[config.mk]
export PLATFORM = sky130hd
export DESIGN_NAME = imm_gen_stage
export DESIGN_NICKNAME = d
export VERILOG_FILES = /design/src/rtl/imm_gen_stage.sv
export SDC_FILE = /design/constraint.sdc
export NUM_CORES = 1
export LEC_CHECK = 0
export BUFFER_PORTS_ARGS = -buffer_cell sky130_fd_sc_hd__buf_2
export CAP_MARGIN = 10
export CORE_ASPECT_RATIO = 1.5
export CORE_MARGIN = 2
export CORE_UTILIZATION = 37
export CTS_CLUSTER_DIAMETER = 60
export DETAILED_ROUTE_END_ITERATION = 8
export PLACE_DENSITY = 0.57
export SETUP_SLACK_MARGIN = 0.02
export SLEW_MARGIN = 25
export SYNTH_ARGS = -nofsm -noshare
export SYNTH_HDL_FRONTEND = slang
export SYNTH_SLANG_ARGS = --single-unit
[constraint.sdc]
create_clock -name clk -period 4.4 [get_ports clk]
set_input_delay 0.66 -clock clk [delete_from_list [all_inputs] [get_ports clk]]
set_output_delay 0.66 -clock clk [all_outputs]
set_load 0.05 [all_outputs]
[src/rtl/imm_gen_stage.sv]
// Registered RV32I/RV64I immediate-generation stage: extracts the immediate, PC-relative
// target and instruction format, with valid/ready handshake, flush and illegal counter.
module imm_gen_stage #(
  parameter int XLEN  = 32,
  parameter int CNT_W = 16
) (
  input  logic             clk,
  input  logic             reset,
  input  logic             flush,
  input  logic             in_valid,
  output logic             in_ready,
  input  logic [31:0]      inst_code,
  input  logic [XLEN-1:0]  pc,
  output logic             out_valid,
  input  logic             out_ready,
  output logic [XLEN-1:0]  imm_out,
  output logic [XLEN-1:0]  target_out,
  output logic [2:0]       fmt_out,
  output logic             illegal_out,
  output logic [CNT_W-1:0] illegal_cnt
);

  typedef enum logic [2:0] {
    FMT_R   = 3'd0,
    FMT_I   = 3'd1,
    FMT_S   = 3'd2,
    FMT_B   = 3'd3,
    FMT_U   = 3'd4,
    FMT_J   = 3'd5,
    FMT_SYS = 3'd6,
    FMT_ILL = 3'd7
  } fmt_e;

  localparam logic [6:0] OPC_LOAD     = 7'b0000011;
  localparam logic [6:0] OPC_MISC_MEM = 7'b0001111;
  localparam logic [6:0] OPC_OP_IMM   = 7'b0010011;
  localparam logic [6:0] OPC_AUIPC    = 7'b0010111;
  localparam logic [6:0] OPC_OP_IMM32 = 7'b0011011;
  localparam logic [6:0] OPC_STORE    = 7'b0100011;
  localparam logic [6:0] OPC_OP       = 7'b0110011;
  localparam logic [6:0] OPC_LUI      = 7'b0110111;
  localparam logic [6:0] OPC_OP32     = 7'b0111011;
  localparam logic [6:0] OPC_BRANCH   = 7'b1100011;
  localparam logic [6:0] OPC_JALR     = 7'b1100111;
  localparam logic [6:0] OPC_JAL      = 7'b1101111;
  localparam logic [6:0] OPC_SYSTEM   = 7'b1110011;

  generate
    if (XLEN != 32 && XLEN != 64) begin : g_bad_xlen
      $error("imm_gen_stage: XLEN must be 32 or 64");
    end
  endgenerate

  fmt_e            fmt_d;
  logic [XLEN-1:0] imm_d;
  logic [XLEN-1:0] target_d;
  logic            pcrel_d;
  logic            accept;

  always_comb begin
    // NOTE: every decode output gets a default first, so no path can infer a latch.
    fmt_d   = FMT_ILL;
    imm_d   = '0;
    pcrel_d = 1'b0;
    if (inst_code[1:0] == 2'b11) begin
      case (inst_code[6:0])
        OPC_OP: fmt_d = FMT_R;
        OPC_OP32: if (XLEN == 64) fmt_d = FMT_R;
        OPC_LOAD, OPC_OP_IMM, OPC_JALR, OPC_MISC_MEM: begin
          fmt_d = FMT_I;
          imm_d = XLEN'($signed(inst_code[31:20]));
        end
        OPC_OP_IMM32: if (XLEN == 64) begin
          fmt_d = FMT_I;
          imm_d = XLEN'($signed(inst_code[31:20]));
        end
        OPC_STORE: begin
          fmt_d = FMT_S;
          imm_d = XLEN'($signed({inst_code[31:25], inst_code[11:7]}));
        end
        OPC_BRANCH: begin
          fmt_d   = FMT_B;
          pcrel_d = 1'b1;
          imm_d   = XLEN'($signed({inst_code[31], inst_code[7], inst_code[30:25],
                                   inst_code[11:8], 1'b0}));
        end
        OPC_LUI, OPC_AUIPC: begin
          fmt_d   = FMT_U;
          pcrel_d = (inst_code[6:0] == OPC_AUIPC);
          imm_d   = XLEN'($signed({inst_code[31:12], 12'b0}));
        end
        OPC_JAL: begin
          fmt_d   = FMT_J;
          pcrel_d = 1'b1;
          imm_d   = XLEN'($signed({inst_code[31], inst_code[19:12], inst_code[20],
                                   inst_code[30:21], 1'b0}));
        end
        // CSR immediate forms carry a 5-bit uimm in the rs1 field; others expose the CSR number.
        OPC_SYSTEM: begin
          fmt_d = FMT_SYS;
          imm_d = inst_code[14] ? XLEN'(inst_code[19:15]) : XLEN'(inst_code[31:20]);
        end
        default: ;
      endcase
    end
    target_d = pcrel_d ? (pc + imm_d) : '0;
  end

  assign in_ready = !out_valid | out_ready | flush;
  assign accept   = in_valid & in_ready & !flush;

  always_ff @(posedge clk) begin
    // NOTE: sequential state uses non-blocking assignments only, so all registers update together.
    if (reset) begin
      out_valid   <= 1'b0;
      imm_out     <= '0;
      target_out  <= '0;
      fmt_out     <= 3'd0;
      illegal_out <= 1'b0;
      illegal_cnt <= '0;
    end else begin
      // Flush wins over a same-cycle accept; the offered word is dropped.
      if (flush)          out_valid <= 1'b0;
      else if (accept)    out_valid <= 1'b1;
      else if (out_ready) out_valid <= 1'b0;

      if (accept) begin
        imm_out     <= imm_d;
        target_out  <= target_d;
        fmt_out     <= fmt_d;
        illegal_out <= (fmt_d == FMT_ILL);
        if (fmt_d == FMT_ILL && illegal_cnt != '1)
          illegal_cnt <= illegal_cnt + CNT_W'(1);
      end
    end
  end

endmodule

# Word level (Yosys, flattened, before mapping)

Cells that the tools add are included.

Bits in registers: 85
Bits of input ports: 69
Output and inout port bits: 86
Logic and storage cells: 45

Add/subtract/negate cells: 2
Eq/ne operators: 14
Multiplexer cells: 10
Bitwise gates (word level): 4
Reduce and logical (&&, ||, !) cells: 9

Operators by type and width:

| kind                                           | number |
|---|---|
| case mux 32 bit (6 select lines)               | 1 |
| 2-to-1 mux 32 bit                              | 2 |
| adder 32 bit                                   | 1 |
| == test 7 bit (second input constant)          | 4 |
| == test 7 x 6 -> 1 bit (second input constant) | 3 |
| case mux 3 bit (7 select lines)                | 1 |
| adder 16 x 1 -> 16 bit (second input constant) | 1 |
| inequality test 16 bit (second input constant) | 1 |
| == test 7 x 5 -> 1 bit (second input constant) | 2 |
| 2-to-1 mux 12 bit                              | 1 |
| == test 7 x 2 -> 1 bit (second input constant) | 1 |
| == test 7 x 4 -> 1 bit (second input constant) | 1 |
| OR reduction 2 bit                             | 3 |
| OR reduction 4 bit                             | 1 |
| == test 3 bit (second input constant)          | 1 |
| 2-to-1 mux 1 bit                               | 3 |
| 2-to-1 mux 3 bit                               | 1 |
| AND 1 bit                                      | 2 |
| == test 2 bit (second input constant)          | 1 |
| logical NOT 1 bit                              | 2 |
| OR 1 bit                                       | 2 |
| case mux 1 bit (2 select lines)                | 1 |
| AND reduction 2 bit                            | 1 |
| nonzero test 2 bit                             | 1 |
| logical AND 1 bit                              | 1 |

# Logic depth before layout (Yosys ltp)

Gate-level depths: netlist (run 1).

Depth after elaboration: 7
Mapped depth: 16
Mapped depth without buffers: 15

# Worst setup path before layout (run 1)

OpenSTA, ideal clock, no wires.

Path kind: input port to flip-flop
Start: input inst_code[5]
End: register target_out[28]
Data arrival time: 3.979 ns
Required time: 4.283 ns
Path slack: 0.303 ns
Stages on the path: 16
Path buffers: 1
Cell sequence: buf_6 > and3b_1 > a21oi_1 > a2bb2oi_1 > o21ai_0 > a222oi_1 > inv_1 > ha_1 > fa_1 > a21o_1 > a311o_1 > nand2_1 > o31a_1 > nor4_1 > or3_1 > a32o_1

Longest elaborated chain between the ends: 6

Ends and longest elaborated chain:

| item                                                            | line | RTL |
|---|---|---|
| from (decl)                                                     | 12   | `input logic [31:0] inst_code,` |
| == test 7 x 2 -> 1 bit (tied with other cells)                  | 66   | `case (inst_code[6:0])` |
| OR reduction 4 bit / OR reduction 2 bit (equally long branches) | 66   |  |
| case mux 32 bit (6 select lines) (*)                            | 66   |  |
| 2-to-1 mux 32 bit (*)                                           | 65   | `if (inst_code[1:0] == 2'b11) begin` |
| named net imm_d[0]                                              | 55   | `logic [XLEN-1:0] imm_d;` |
| adder 32 bit (*)                                                | 106  | `target_d = pcrel_d ? (pc + imm_d) : '0;` |
| 2-to-1 mux 32 bit (*)                                           | 106  |  |
| to (signal assigned)                                            | 129  | `target_out <= target_d;` |
| to (decl)                                                       | 17   | `output logic [XLEN-1:0] target_out,` |

The timed path passes the listed nets; every way through them passes the cells marked *.
A chain may end at the register's enable or synchronous reset.

# Worst setup path after layout (run 1)

Start: input inst_code[6]
End: register target_out[23]

Same word-level chain as after synthesis.

==> results of run 1 <==
cell families (layout without fill, tap and decap cells):
group	after synthesis	in the layout	share of synthesized area, %
compound gates	210	210	27.2
xor+xnor	37	37	6.15
fa+ha+maj	33	33	7.97
buf+inv	53	243	3.94
flops	85	85	32.3
mux	2	2	0.380
simple gates	248	248	22.1
layout by cell type (no fill, tap or decap), types with 7 or more instances in the layout:
cell and instances:
sky130_fd_sc_hd__a211oi_1 11, sky130_fd_sc_hd__a21o_1 22, sky130_fd_sc_hd__a21oi_1 56, sky130_fd_sc_hd__a22o_1 18, sky130_fd_sc_hd__a22oi_1 11, sky130_fd_sc_hd__and2_1 11
sky130_fd_sc_hd__buf_2 154, sky130_fd_sc_hd__buf_4 54, sky130_fd_sc_hd__clkbuf_16 9, sky130_fd_sc_hd__dfxtp_1 85, sky130_fd_sc_hd__ha_1 32, sky130_fd_sc_hd__inv_1 19
sky130_fd_sc_hd__nand2_1 74, sky130_fd_sc_hd__nand3_1 19, sky130_fd_sc_hd__nand4_1 13, sky130_fd_sc_hd__nor2_1 74, sky130_fd_sc_hd__nor3_1 14, sky130_fd_sc_hd__nor4_1 9
sky130_fd_sc_hd__o211ai_1 9, sky130_fd_sc_hd__o21a_1 13, sky130_fd_sc_hd__o21ai_0 22, sky130_fd_sc_hd__or3_1 7, sky130_fd_sc_hd__xnor2_1 28, sky130_fd_sc_hd__xor2_1 9
registers in the layout, indices dropped and copies added (netlist names):
name	flops
target_out	32
illegal_out	1
imm_out	32
illegal_cnt	16
out_valid	1
fmt_out	3
path summary, 6_finish.rpt:
kind	from	endpoint	slack [ps]	cells after the start
max	inst_code[6]	target_out[23]$_SDFFE_PP0P_	280	15
min	illegal_out$_SDFFE_PP0P_	illegal_out$_SDFFE_PP0P_	460	2
min reg2reg	illegal_out$_SDFFE_PP0P_	illegal_out$_SDFFE_PP0P_	460	2
max reg2reg	illegal_cnt[3]$_SDFFE_PP0P_	illegal_cnt[1]$_SDFFE_PP0P_	2210	7
through the flow:
stage                     setup TNS [ps]  utilization (%)  worst slack (ps)  instances  hold WS, ps
after detailed placement            -119             46.9             -53.2       1034          451
after CTS                              0             49.1               334       1050          462
final                                  0             49.1               281       1050          461
after floorplan                        0                -               303        668          675
after global placement             -9.15             46.9             -9.15       1034          442
after global routing                   0             49.1              91.0       1050          483
power by group:
group	switching [mW]	leakage [nW]	internal (mW)
clock network	0.385	0.145	0.403
logic	0.232	2.39	0.128
registers	0.00789	0.688	0.783
total	0.625	3.22	1.31
layer usage:
layer  vias up  part of all wire [%]  routed length, um  track usage (%)
met3        35                   4.6                906             4.69
met5         -                     0                  0                0
met1      2697                    38               7550             28.6
met2       191                    53              10500             47.4
li1       2808                     -                  -                -
met4         0                   3.7                733             10.7
cell type report:
class / count / share of cell area [%]
repair buffers: 208 / 17.1
clock buffers: 9 / 3.28
inverters: 19 / 1.04
multi-input cells: 530 / 49.2
well taps: 192 / 3.50
flip-flops and latches: 85 / 24.8
clock inverters: 7 / 1.09
worst max-delay path, stage by stage:
cell,delay [ps]
sky130_fd_sc_hd__buf_2,100
sky130_fd_sc_hd__and3b_1,190
sky130_fd_sc_hd__a21oi_1,160
sky130_fd_sc_hd__a2bb2oi_1,260
sky130_fd_sc_hd__o211ai_1,210
sky130_fd_sc_hd__a222oi_1,490
sky130_fd_sc_hd__inv_1,110
sky130_fd_sc_hd__ha_1,370
sky130_fd_sc_hd__nand3_1,90
sky130_fd_sc_hd__nand2_1,120
sky130_fd_sc_hd__a21oi_2,100
sky130_fd_sc_hd__o31ai_1,900
sky130_fd_sc_hd__a221oi_1,230
sky130_fd_sc_hd__xnor2_1,190
sky130_fd_sc_hd__a22o_1,190
==> flow_results.org, run 1 <==
** Clock network
- The number of clock buffers added by TritonCTS is 9.
- Clock tree synthesis found a total of 85 sinks.
- The number of hold buffers added after CTS was 0.
- After clock tree synthesis, the clock-pin slew on the worst setup and hold paths is 80 ps.
- Number of H-tree levels :: 3
- Buffers added to address setup during post-CTS repair amount to 0.
- Post-CTS repair changed the size of 0 cells.
- Root Driver :: sky130_fd_sc_hd__clkbuf_16
- At the later pin of the worst-skew pair, clock insertion delay measures 350 ps.
- Maximum clock insertion buffer count :: 2
- TritonCTS built the clock tree.

** Synth
- Synth warnings :: 0
- The commonest cells after synthesis are 85 x sky130_fd_sc_hd__dfxtp_1, 74 x sky130_fd_sc_hd__nand2_1, 74 x sky130_fd_sc_hd__nor2_1.
- In the synthesized netlist the async set-or-reset flop fraction comes to 0%.
- Among all flip-flop cells after synthesis, the most frequent one is sky130_fd_sc_hd__dfxtp_1.
- Netlist cell types :: 59
- The cell area that synthesis handed to floorplanning was 5270 um^2.
- Counting flops and latches in the post-synthesis netlist gives 85.
- After synthesis, the cell types taking the most area are sky130_fd_sc_hd__dfxtp_1 32%, sky130_fd_sc_hd__ha_1 7.6%, sky130_fd_sc_hd__a21oi_1 5.3%, sky130_fd_sc_hd__nand2_1 5.3%, sky130_fd_sc_hd__nor2_1 5.3%.
- The number of nets in the synthesized netlist is 770.
- In this run, synthesis inferred 0 flip-flops with an integrated enable.
- By instance count, the leading cell after synthesis is sky130_fd_sc_hd__dfxtp_1.
- After technology mapping, the gate count stands at 668.
- Sequential area share after synthesis :: 32.3%
- Synthesized area per cell :: 7.89 um^2
- After synthesis, the largest area contributor takes up 32.3% of total cell area.
- sky130_fd_sc_hd__dfxtp_1 takes more of the synthesized area than any other cell.

** Pwr
- Reported leakage power :: 3.22 nW
- Total power per unit cell area :: 282 nW/um^2
- Total Power :: 1.94 mW
- VDD sags by at most 0.186 mV.

** Detailed routing
- For this block, the initial DRC count from the detailed router was 272.
- Routed via count :: 5731
- Drt pass-1 iters :: 5
- Dividing the detail-routed wire length by the instance count gives 18.8 um.
- Via/cell ratio :: 5.46
- The count of nets left with antenna violations once routing finished came out at 0.
- Routed wire length :: 19.7 mm
- Count of unresolved DRC violations after routing :: 0

** Global route
- Entering global routing, the biggest net connects 44 pins.
- Global routing finished with a remaining overflow of 0.
- The first global-routing pass estimated 30.1 mm of wire.
- The number of global-route vias before repair was 5616.
- In the global route stage, overall resource usage came out at 25.8%.
- Antenna violations before repair :: 0

** Placed design
- The wire-length estimate of the detail-placed layout is 16.0 mm.
- Final GP Congestion :: 0.980
- The placed instances occupy a cell area of 6560 um^2.
- Port Buffers :: 154

** Finish
- Multi-input gate area in the final layout :: 3380 um^2
- Final-layout fill cell count :: 1454
- After routing the design area is 6870 um^2.
- Relative to the synthesized area, the layout overhead comes to 30.3%.
- Summing all flip-flop and latch instances after layout gives 1700 um^2.
- At the end of the flow, the number of nets in the layout was 955.
- The repair_antennas step left the layout with diodes totalling 0.
- In the final layout, the share of cells above drive strength 1 is 27.5%.

** Timing
- Headroom to the max-slew limit came out at 28.8%.
- Final Critical Period :: 4120 ps
- Setup repair after global routing left no endpoint under its margin.
- The number of max-slew violations in the final report was 0.
- Final hold vios :: 0
- Least-Margin Pin Slew :: 1060 ps
- Share of the clock period used by the worst path after layout :: 93.6%
- Clock skew on the completed layout was measured at 7.49 ps.
- Final-report setup violation count :: 0
- For this run, the top clock speed supported by timing is 243 MHz.

** Setup path
- Data on the critical path is required at its endpoint by 4650 ps.
- The worst setup path is captured at a flop.
- STA puts the critical path data arrival time at 4370 ps.
- Critical Setup Path Class :: in -> reg
- Along the worst path, the maximum fanout reaches 5.
- STA classifies the critical path startpoint as an input port.

** Worst hold path
- Path class of the lowest-slack min-delay path :: reg -> reg

** Floorplanning
- X dimension of the die :: 101 um
- Number of placement rows :: 53
- I/O pins :: 155
- Area inside the core boundary :: 14000 um^2
- Starting density of the core :: 37.7%
- The die covers 15200 um^2.
- In this run the vertical extent of the chip is 150 um.

** Job
- Across the run, the number of max-cap violations was 0.

** Run status
- Result of the run :: complete, no violations
No activity file was read; power rests on OpenSTA's default activity.
==> run 2, diff against run 1 <==
Settings changed: CORE_UTILIZATION 37 to 40, PLACE_DENSITY 0.57 to 0.61, SETUP_SLACK_MARGIN 0.02 to 0.2.
==> flow_results.org, run 2 (synthesized netlist as in run 1, its figures left out) <==
** Setup path
- The worst reg-to-reg path cell count was 7 (unchanged).
- The startpoint identified for the worst register-to-register timing path is illegal_cnt[3]$_SDFFE_PP0P_.
- Cell with the largest stage delay on the worst path :: sky130_fd_sc_hd__a222oi_1
- CP arrival :: 4130 ps (-240 ps)
- The biggest fanout along the worst timing path is 6 (+1).
- Crit-path max cell delay :: 420 ps (-480 ps)
- STA classifies the critical path endpoint as a flop.
- Minimum setup slack among reg-to-reg paths :: 2200 ps (about the same)
- Critical path, cell by cell :: buf_2 > buf_4 > and2_4 > nand4_1 > nand2b_1 > o21ai_0 > a222oi_1 > inv_1 > ha_1 > fa_1 > a21o_1 > a311o_1 > nand2_1 > o31a_1 > nor4_1 > or3_1 > a32o_1
- Capturing point of the worst reg2reg path :: illegal_cnt[1]$_SDFFE_PP0P_
- Startpoint class of the critical path :: input port
- The worst setup path is of the in -> reg kind.
- Required time at the endpoint of the critical path :: 4630 ps (-20 ps)

** Detailed routing
- The total length of routed wires was 19.1 mm (-3.2%).
- The via density per instance came to 5.67 (+3.9%).
- The first-pass iteration count of the detailed router was 5 (unchanged).
- Wirelength per Cell :: 18.9 um (+0.39%)
- Count of unresolved DRC violations after routing :: 0 (unchanged)
- The number of nets with antenna violations after routing was 0 (unchanged).
- The total number of vias was 5740 (+0.16%).
- Drt initial violations :: 332 (+22%)

** Finish
- The final instance count without filler cells came to 1012 (-3.6%).
- The fraction of final layout cells with drive strength greater than 1 is 27.3% (-0.19 points).
- The largest registers in the layout are imm_out: 32 flops, target_out: 32 flops, illegal_cnt: 16 flops.
- Commonest non-fill, non-tap cells in the layout :: 154 x sky130_fd_sc_hd__buf_2, 85 x sky130_fd_sc_hd__dfxtp_1, 74 x sky130_fd_sc_hd__nand2_1, 74 x sky130_fd_sc_hd__nor2_1, 55 x sky130_fd_sc_hd__a21oi_1
- N_diodes :: 0 (unchanged)
- Syn-to-layout area delta :: 29.6%
- The final net count was 950 (-0.52%).
- The library cell used most frequently in the layout, excluding fill and tap cells, is sky130_fd_sc_hd__buf_2.
- Final-layout fill cell count :: 1299 (-11%)

** Pwr
- The switching fraction of total power is 29.7% (-2.5 points).
- Clock share of power :: 43.0% (+2.3 points)
- Combinational share of power :: 17.7% (-0.9 points)
- The ratio of total power to cell area is 295 nW/um^2 (+4.4%).
- The largest vdd supply drop came to 0.202 mV (+8.4%).
- The static leakage is 3.22 nW (about the same).
- The sequential share of power was 39.3% (-1.5 points).
- The net switching component of the power was 599 uW (-4.2%).
- Pint :: 1.42 mW (+7.7%)

** Timing
- The final setup violation count is 0 (unchanged).
- The headroom to the max-slew limit came to 57.2% (+28 points).
- Highest attainable clock frequency :: 257 MHz (+5.8%)
- Final hold vios :: 0 (unchanged)
- The post-route fraction of the period consumed by the critical path came to 88.5% (-5.1 points).
- The transition time at the pin with the least slew margin came to 638 ps (-421 ps).
- Final Critical Period :: 3890 ps (-224 ps)
- Unrepaired setup endpoints after global routing :: no
- Summed negative setup slack over all endpoints :: 0 ps (unchanged)
- The number of max-slew violations in the final report was 0 (unchanged).
- Final worst clock skew :: 6.06 ps (-1.43 ps)

** Clock network
- Clock tree from TritonCTS :: built
- The clock sink total is 85 (unchanged).
- The deepest level of the CTS H-tree was 3 (unchanged).
- The maximum buffer depth of the clock tree is 2 (unchanged).
- Clock Latency Late Sink :: 350 ps (about the same)
- In this run the clock root is driven by a sky130_fd_sc_hd__clkbuf_16.
- The CTS clock-pin slew for the worst setup and hold paths is 70 ps (about the same).
- Cts hold-fix bufs :: 0 (unchanged)
- The number of clock buffers inserted by TritonCTS was 9 (unchanged).

** Floorplanning
- The standard-cell row count came to 51 (-3.8%).
- I/O pins :: 155 (unchanged)
- Die area :: 14100 um^2 (-7.3%)
- The initial core utilization was 40.7% (+3.0 points).
- The width of the die is 97.7 um (-3.7%).
- The placeable core region is 13000 um^2 (-7.4%).
- The floorplan die height is 145 um (-3.7%).

** Placed design
- Cell count after placement :: 992 (-4.1%)
- Final GP Congestion :: 0.956 (-2.4%)
- The number of port buffers is 154 (unchanged).
- The half-perimeter wire length of the detailed placement result was 15.6 mm (-2.4%).

** Global route
- Total track usage :: 26.7% (+0.87 points)
- Vias in the first global route :: 5667 (+0.91%)
- The global-route wire length before repair came to 29.5 mm (-1.9%).
- Overflow left after global routing :: 0 (unchanged)
- Largest net degree at the start of global routing :: 46 (+4.5%)
- The initial antenna violation count was 1 (+1).

** Job
- Total of max-cap violations :: 0 (unchanged)

** Worst hold path
- The worst hold path terminates at imm_out[29]$_SDFFE_PP0P_.
- The min-delay analysis places its worst path in the category reg -> reg.
- The worst hold path begins at imm_out[29]$_SDFFE_PP0P_.
- The number of instances on the worst hold path came to 2 (unchanged).

** Run status
- The flow ran to the end, and the final reports show no timing, DRC or antenna violations.
## run 2: worst max-delay path, delay by kind of cell
| family | cells | cell delay [ps] |
|---|---|---|
| AND/OR/NAND/NOR | 6 | 940 |
| adder cells (fa/ha/maj) | 2 | 610 |
| AO/OA/AOI/OAI | 6 | 1580 |
| buffers and inverters | 3 | 330 |
## run 2: timing repair
action / 4_1_cts / 5_1_grt
endpoints found under the setup margin: 0 / 16
gates resized for setup: 0 / 3
setup buffers: 0 / 4
## run 2: stage by stage
| stage | area (um^2) | setup slack (ps) | util (%) | hold slack (ps) | power (mW) |
|---|---|---|---|---|---|
| after floorplan | 5270 | 303 | - | 675 | 1.03 |
| after global placement | 6450 | 109 | 49.8 | 442 | 1.16 |
| after detailed placement | 6450 | 75.5 | 49.8 | 444 | 1.16 |
| after CTS | 6790 | 400 | 52.4 | 453 | 2.02 |
| after global routing | 6840 | 219 | 52.8 | 466 | 2.08 |
| final | 6840 | 505 | 52.8 | 453 | 2.01 |
## run 2: cell type report
type / instances / area, um^2 / share of cell area (%)
Timing Repair Buffer: 203 / 1140 / 16.7
Clock buffer: 9 / 225 / 3.29
Inverter: 19 / 71.3 / 1.04
Tap cell: 159 / 199 / 2.91
Multi-Input combinational cell: 530 / 3390 / 49.6
Sequential cell: 85 / 1700 / 24.9
Clock inverter: 7 / 108 / 1.57
## run 2: power groups by stage
stage	logic (mW)	clock network [mW]	registers, mW
after floorplan	0.169	0	0.857
final	0.357	0.867	0.791
after detailed placement	0.352	0	0.809
after global routing	0.385	0.903	0.792
after CTS	0.354	0.878	0.791
after global placement	0.351	0	0.808
## run 2: how the worst max path moves through the flow
stage,slack (ps),startpoint,cells past startpoint,to
5_1_grt,220,inst_code[5],17,target_out[28]$_SDFFE_PP0P_
2_1_floorplan,300,inst_code[5],16,target_out[28]$_SDFFE_PP0P_
4_1_cts,400,inst_code[6],16,target_out[28]$_SDFFE_PP0P_
6_report,510,inst_code[5],17,target_out[28]$_SDFFE_PP0P_
3_3_place_gp,110,inst_code[6],17,target_out[30]$_SDFFE_PP0P_
3_5_place_dp,80,inst_code[6],18,target_out[23]$_SDFFE_PP0P_
## run 2: layer usage
metal  GRT usage (%)  up-vias  share of wire (%)
met5               0        -                  0
met4            12.6        0                4.1
met3            4.16       47                5.3
met2            51.0      214                 53
met1            28.5     2683                 38
li1                -     2796                  -
==> run 3, diff against run 2 <==
==> constraint.sdc (replaced) <==
create_clock -name clk -period 4.4 [get_ports clk]
set_input_delay 0 -clock clk [delete_from_list [all_inputs] [get_ports clk]]
set_output_delay 0 -clock clk [all_outputs]
set_load 0.05 [all_outputs]
==> flow_results.org, run 3 (synthesized netlist as in run 1, its figures left out) <==
** Global route
- The global-route wire length before repair came to 28.7 mm (-2.8%).
- The number of global-route vias before repair was 5364 (-5.3%).
- Overflow left after global routing :: 0 (unchanged)
- The initial antenna violation count came to 0 (-1).
- The total global routing track utilization is 26.0% (-0.62 points).
- Largest net degree at the start of global routing :: 44 (-4.3%)

** Detailed routing
- Via/cell ratio :: 5.65 (-0.36%)
- The total number of vias came to 5533 (-3.6%).
- The total length of routed wires is 18.8 mm (-1.5%).
- Drt pass-1 iters :: 5 (unchanged)
- Drt initial violations :: 327 (-1.5%)
- The average detailed-routed wire length per instance came to 19.2 um (+1.9%).
- Count of unresolved DRC violations after routing :: 0 (unchanged)
- Number of antenna-violating nets in the routed design :: 0 (unchanged)

** Clock network
- Clock tree synthesis selected as its root buffer the cell sky130_fd_sc_hd__clkbuf_16.
- The total setup buffers inserted after CTS came to 0 (unchanged).
- The number of clock buffers inserted by TritonCTS came to 9 (unchanged).
- Number of H-tree levels :: 3 (unchanged)
- The CTS clock-pin slew for the worst setup and hold paths was 70 ps (about the same).
- Clock Latency Late Sink :: 340 ps (about the same)
- Clk sink count :: 85 (unchanged)
- The maximum buffer depth of the clock tree was 2 (unchanged).
- TritonCTS built the clock tree.

** Setup path
- Cell family contributing the most delay on the critical path :: compound AO/OA/AOI/OAI gates
- The setup slack of the most critical reg-to-reg path was 2220 ps (+20 ps).
- Crit-path max cell delay :: 460 ps (+40 ps)
- CP Capture Type :: flop
- Worst Path Buf+Inv :: 2 (-1)
- The signal on the critical path passes through buf_2 > and3b_1 > a21oi_1 > a2bb2oi_1 > o21ai_0 > a222oi_1 > inv_1 > ha_1 > fa_1 > a21o_1 > a311o_1 > nand4_1 > nand4_1 > a211oi_1 > xnor2_1 > a22o_1.
- Worst path depth :: 16 (-1)
- On the critical path, the stage with the largest delay is an instance of sky130_fd_sc_hd__a222oi_1.
- STA classifies the critical path startpoint as an input port.
- Number of cells on the worst reg-to-reg path :: 7 (unchanged)
- Highest net fanout along the worst path :: 9 (+3)
- The data required time of the critical path was 4640 ps (about the same).
- CP dominant cell by count :: sky130_fd_sc_hd__nand4_1
- The worst register-to-register path begins at illegal_cnt[4]$_SDFFE_PP0P_.
- The arrival time of data at the critical path endpoint is 3890 ps (-240 ps).
- Capturing point of the worst reg2reg path :: illegal_cnt[1]$_SDFFE_PP0P_
- Critical Setup Path Class :: in -> reg

** Finish
- Final-layout fill cell count :: 1323 (+1.8%)
- The final instance count without filler cells was 979 (-3.3%).
- The final cell utilization of the core is 51.0% (-1.7 points).
- Commonest non-fill, non-tap cells in the layout :: 154 x sky130_fd_sc_hd__buf_2, 85 x sky130_fd_sc_hd__dfxtp_1, 74 x sky130_fd_sc_hd__nand2_1, 74 x sky130_fd_sc_hd__nor2_1, 56 x sky130_fd_sc_hd__a21oi_1
- The fraction of final layout cells with drive strength greater than 1 came to 23.0% (-4.3 points).
- Number of nets in the layout :: 917 (-3.5%)
- Most common library cell in the layout ignoring fill and taps :: sky130_fd_sc_hd__buf_2
- Syn-to-layout area delta :: 25.4%
- The antenna diode count was 0 (unchanged).
- Registers with the most flip-flops :: imm_out: 32 flops, target_out: 32 flops, illegal_cnt: 16 flops

** Run status
- Result of the run :: complete, no violations

** Worst hold path
- The path class of the tightest hold or removal check is in -> reg.
- Startpoint of the lowest-slack hold path :: inst_code[12]
- Min-Delay Path Depth :: 3 (+1)
- The path with the worst hold slack has its endpoint at imm_out[12]$_SDFFE_PP0P_.

** Timing
- The post-layout minimum cycle time came to 3660 ps (-239 ps).
- The final number of hold-violating endpoints came to 0 (unchanged).
- Share of the clock period used by the worst path after layout :: 83.1% (-5.4 points)
- The headroom to the max-slew limit was 48.9% (-8.4 points).
- The highest clock rate was 274 MHz (+6.5%).
- Unrepaired setup endpoints after global routing :: no
- The clock skew is 6.77 ps (+0.707 ps).
- Least-Margin Pin Slew :: 764 ps (+126 ps)
- Final-report setup violation count :: 0 (unchanged)
- The number of max-slew violations in the final report was 0 (unchanged).
- Summed negative setup slack over all endpoints :: 0 ps (unchanged)

** Placed design
- The placer's final routability congestion estimate came to 0.932 (-2.4%).
- Port Buffers :: 154 (unchanged)
- The cell count after placement was 955 (-3.7%).
- DP Wirelength :: 14.9 mm (-4.3%)

** Pwr
- Reported leakage power :: 3.07 nW (-4.7%)
- Largest vdd supply drop :: 0.226 mV (+12%)
- The ratio of total power to cell area came to 310 nW/um^2 (+5.1%).

** Floorplanning
- The number of top-level pins came to 155 (unchanged).
- The placeable core region was 13000 um^2 (unchanged).
- X dimension of the die :: 97.7 um (unchanged)
- The standard-cell row count was 51 (unchanged).
- Die area :: 14100 um^2 (unchanged)
- Starting density of the core :: 40.7% (unchanged)
- Die Height :: 145 um (unchanged)

** Job
- Total of max-cap violations :: 0 (unchanged)
## run 3: area by class of cell
class	count	area (um^2)	area share [%]
multi-input cells	530	3380	51.1
clock buffers	9	225	3.41
clock inverters	7	128	1.93
repair buffers	170	911	13.8
flip-flops and latches	85	1700	25.7
inverters	19	71.3	1.08
well taps	159	199	3.01
## run 3: power by group
part           total (mW)  internal, mW  switching [mW]
combinational       0.339         0.113           0.226
clock               0.918         0.566           0.352
sequential          0.791         0.783         0.00818
## run 3: timing repair
item | 4_1_cts | 5_1_grt
endpoints found under the hold margin | 7 | 0
gates resized for setup | 0 | 0
hold buffers | 8 | 0
## run 3: worst max path at each step
stage | startpoint | to
floorplan | inst_code[5] | target_out[28]$_SDFFE_PP0P_
global placement | inst_code[6] | target_out[30]$_SDFFE_PP0P_
detailed placement | inst_code[6] | target_out[30]$_SDFFE_PP0P_
CTS | inst_code[6] | target_out[30]$_SDFFE_PP0P_
global route | inst_code[6] | target_out[24]$_SDFFE_PP0P_
finish | inst_code[6] | target_out[30]$_SDFFE_PP0P_
## run 3: worst register-to-register path, delay by kind of cell, from the launching register on
family | cells | cell delay, ps
flops | 1 | 410
mux | 1 | 180
simple gates | 6 | 1470
## run 3: routing by layer
metal  routed length [um]  GRT usage (%)  up-vias
met3                  905           4.40       39
met2                 9870           48.9      174
met4                  692           11.0        0
li1                     -              -     2724
met5                    0              0        -
met1                 7340           28.9     2596
## run 3: per-stage QoR
step / power [mW] / hold slack, ps / setup slack (ps) / area [um^2]
3_3_place_gp: 1.14 / 282 / 550 / 6170
2_1_floorplan: 1.03 / 148 / 963 / 5270
4_1_cts: 2.06 / 21.0 / 822 / 6610
6_report: 2.05 / 28.3 / 744 / 6610
3_5_place_dp: 1.14 / 299 / 464 / 6170
5_1_grt: 2.12 / 45.3 / 490 / 6610
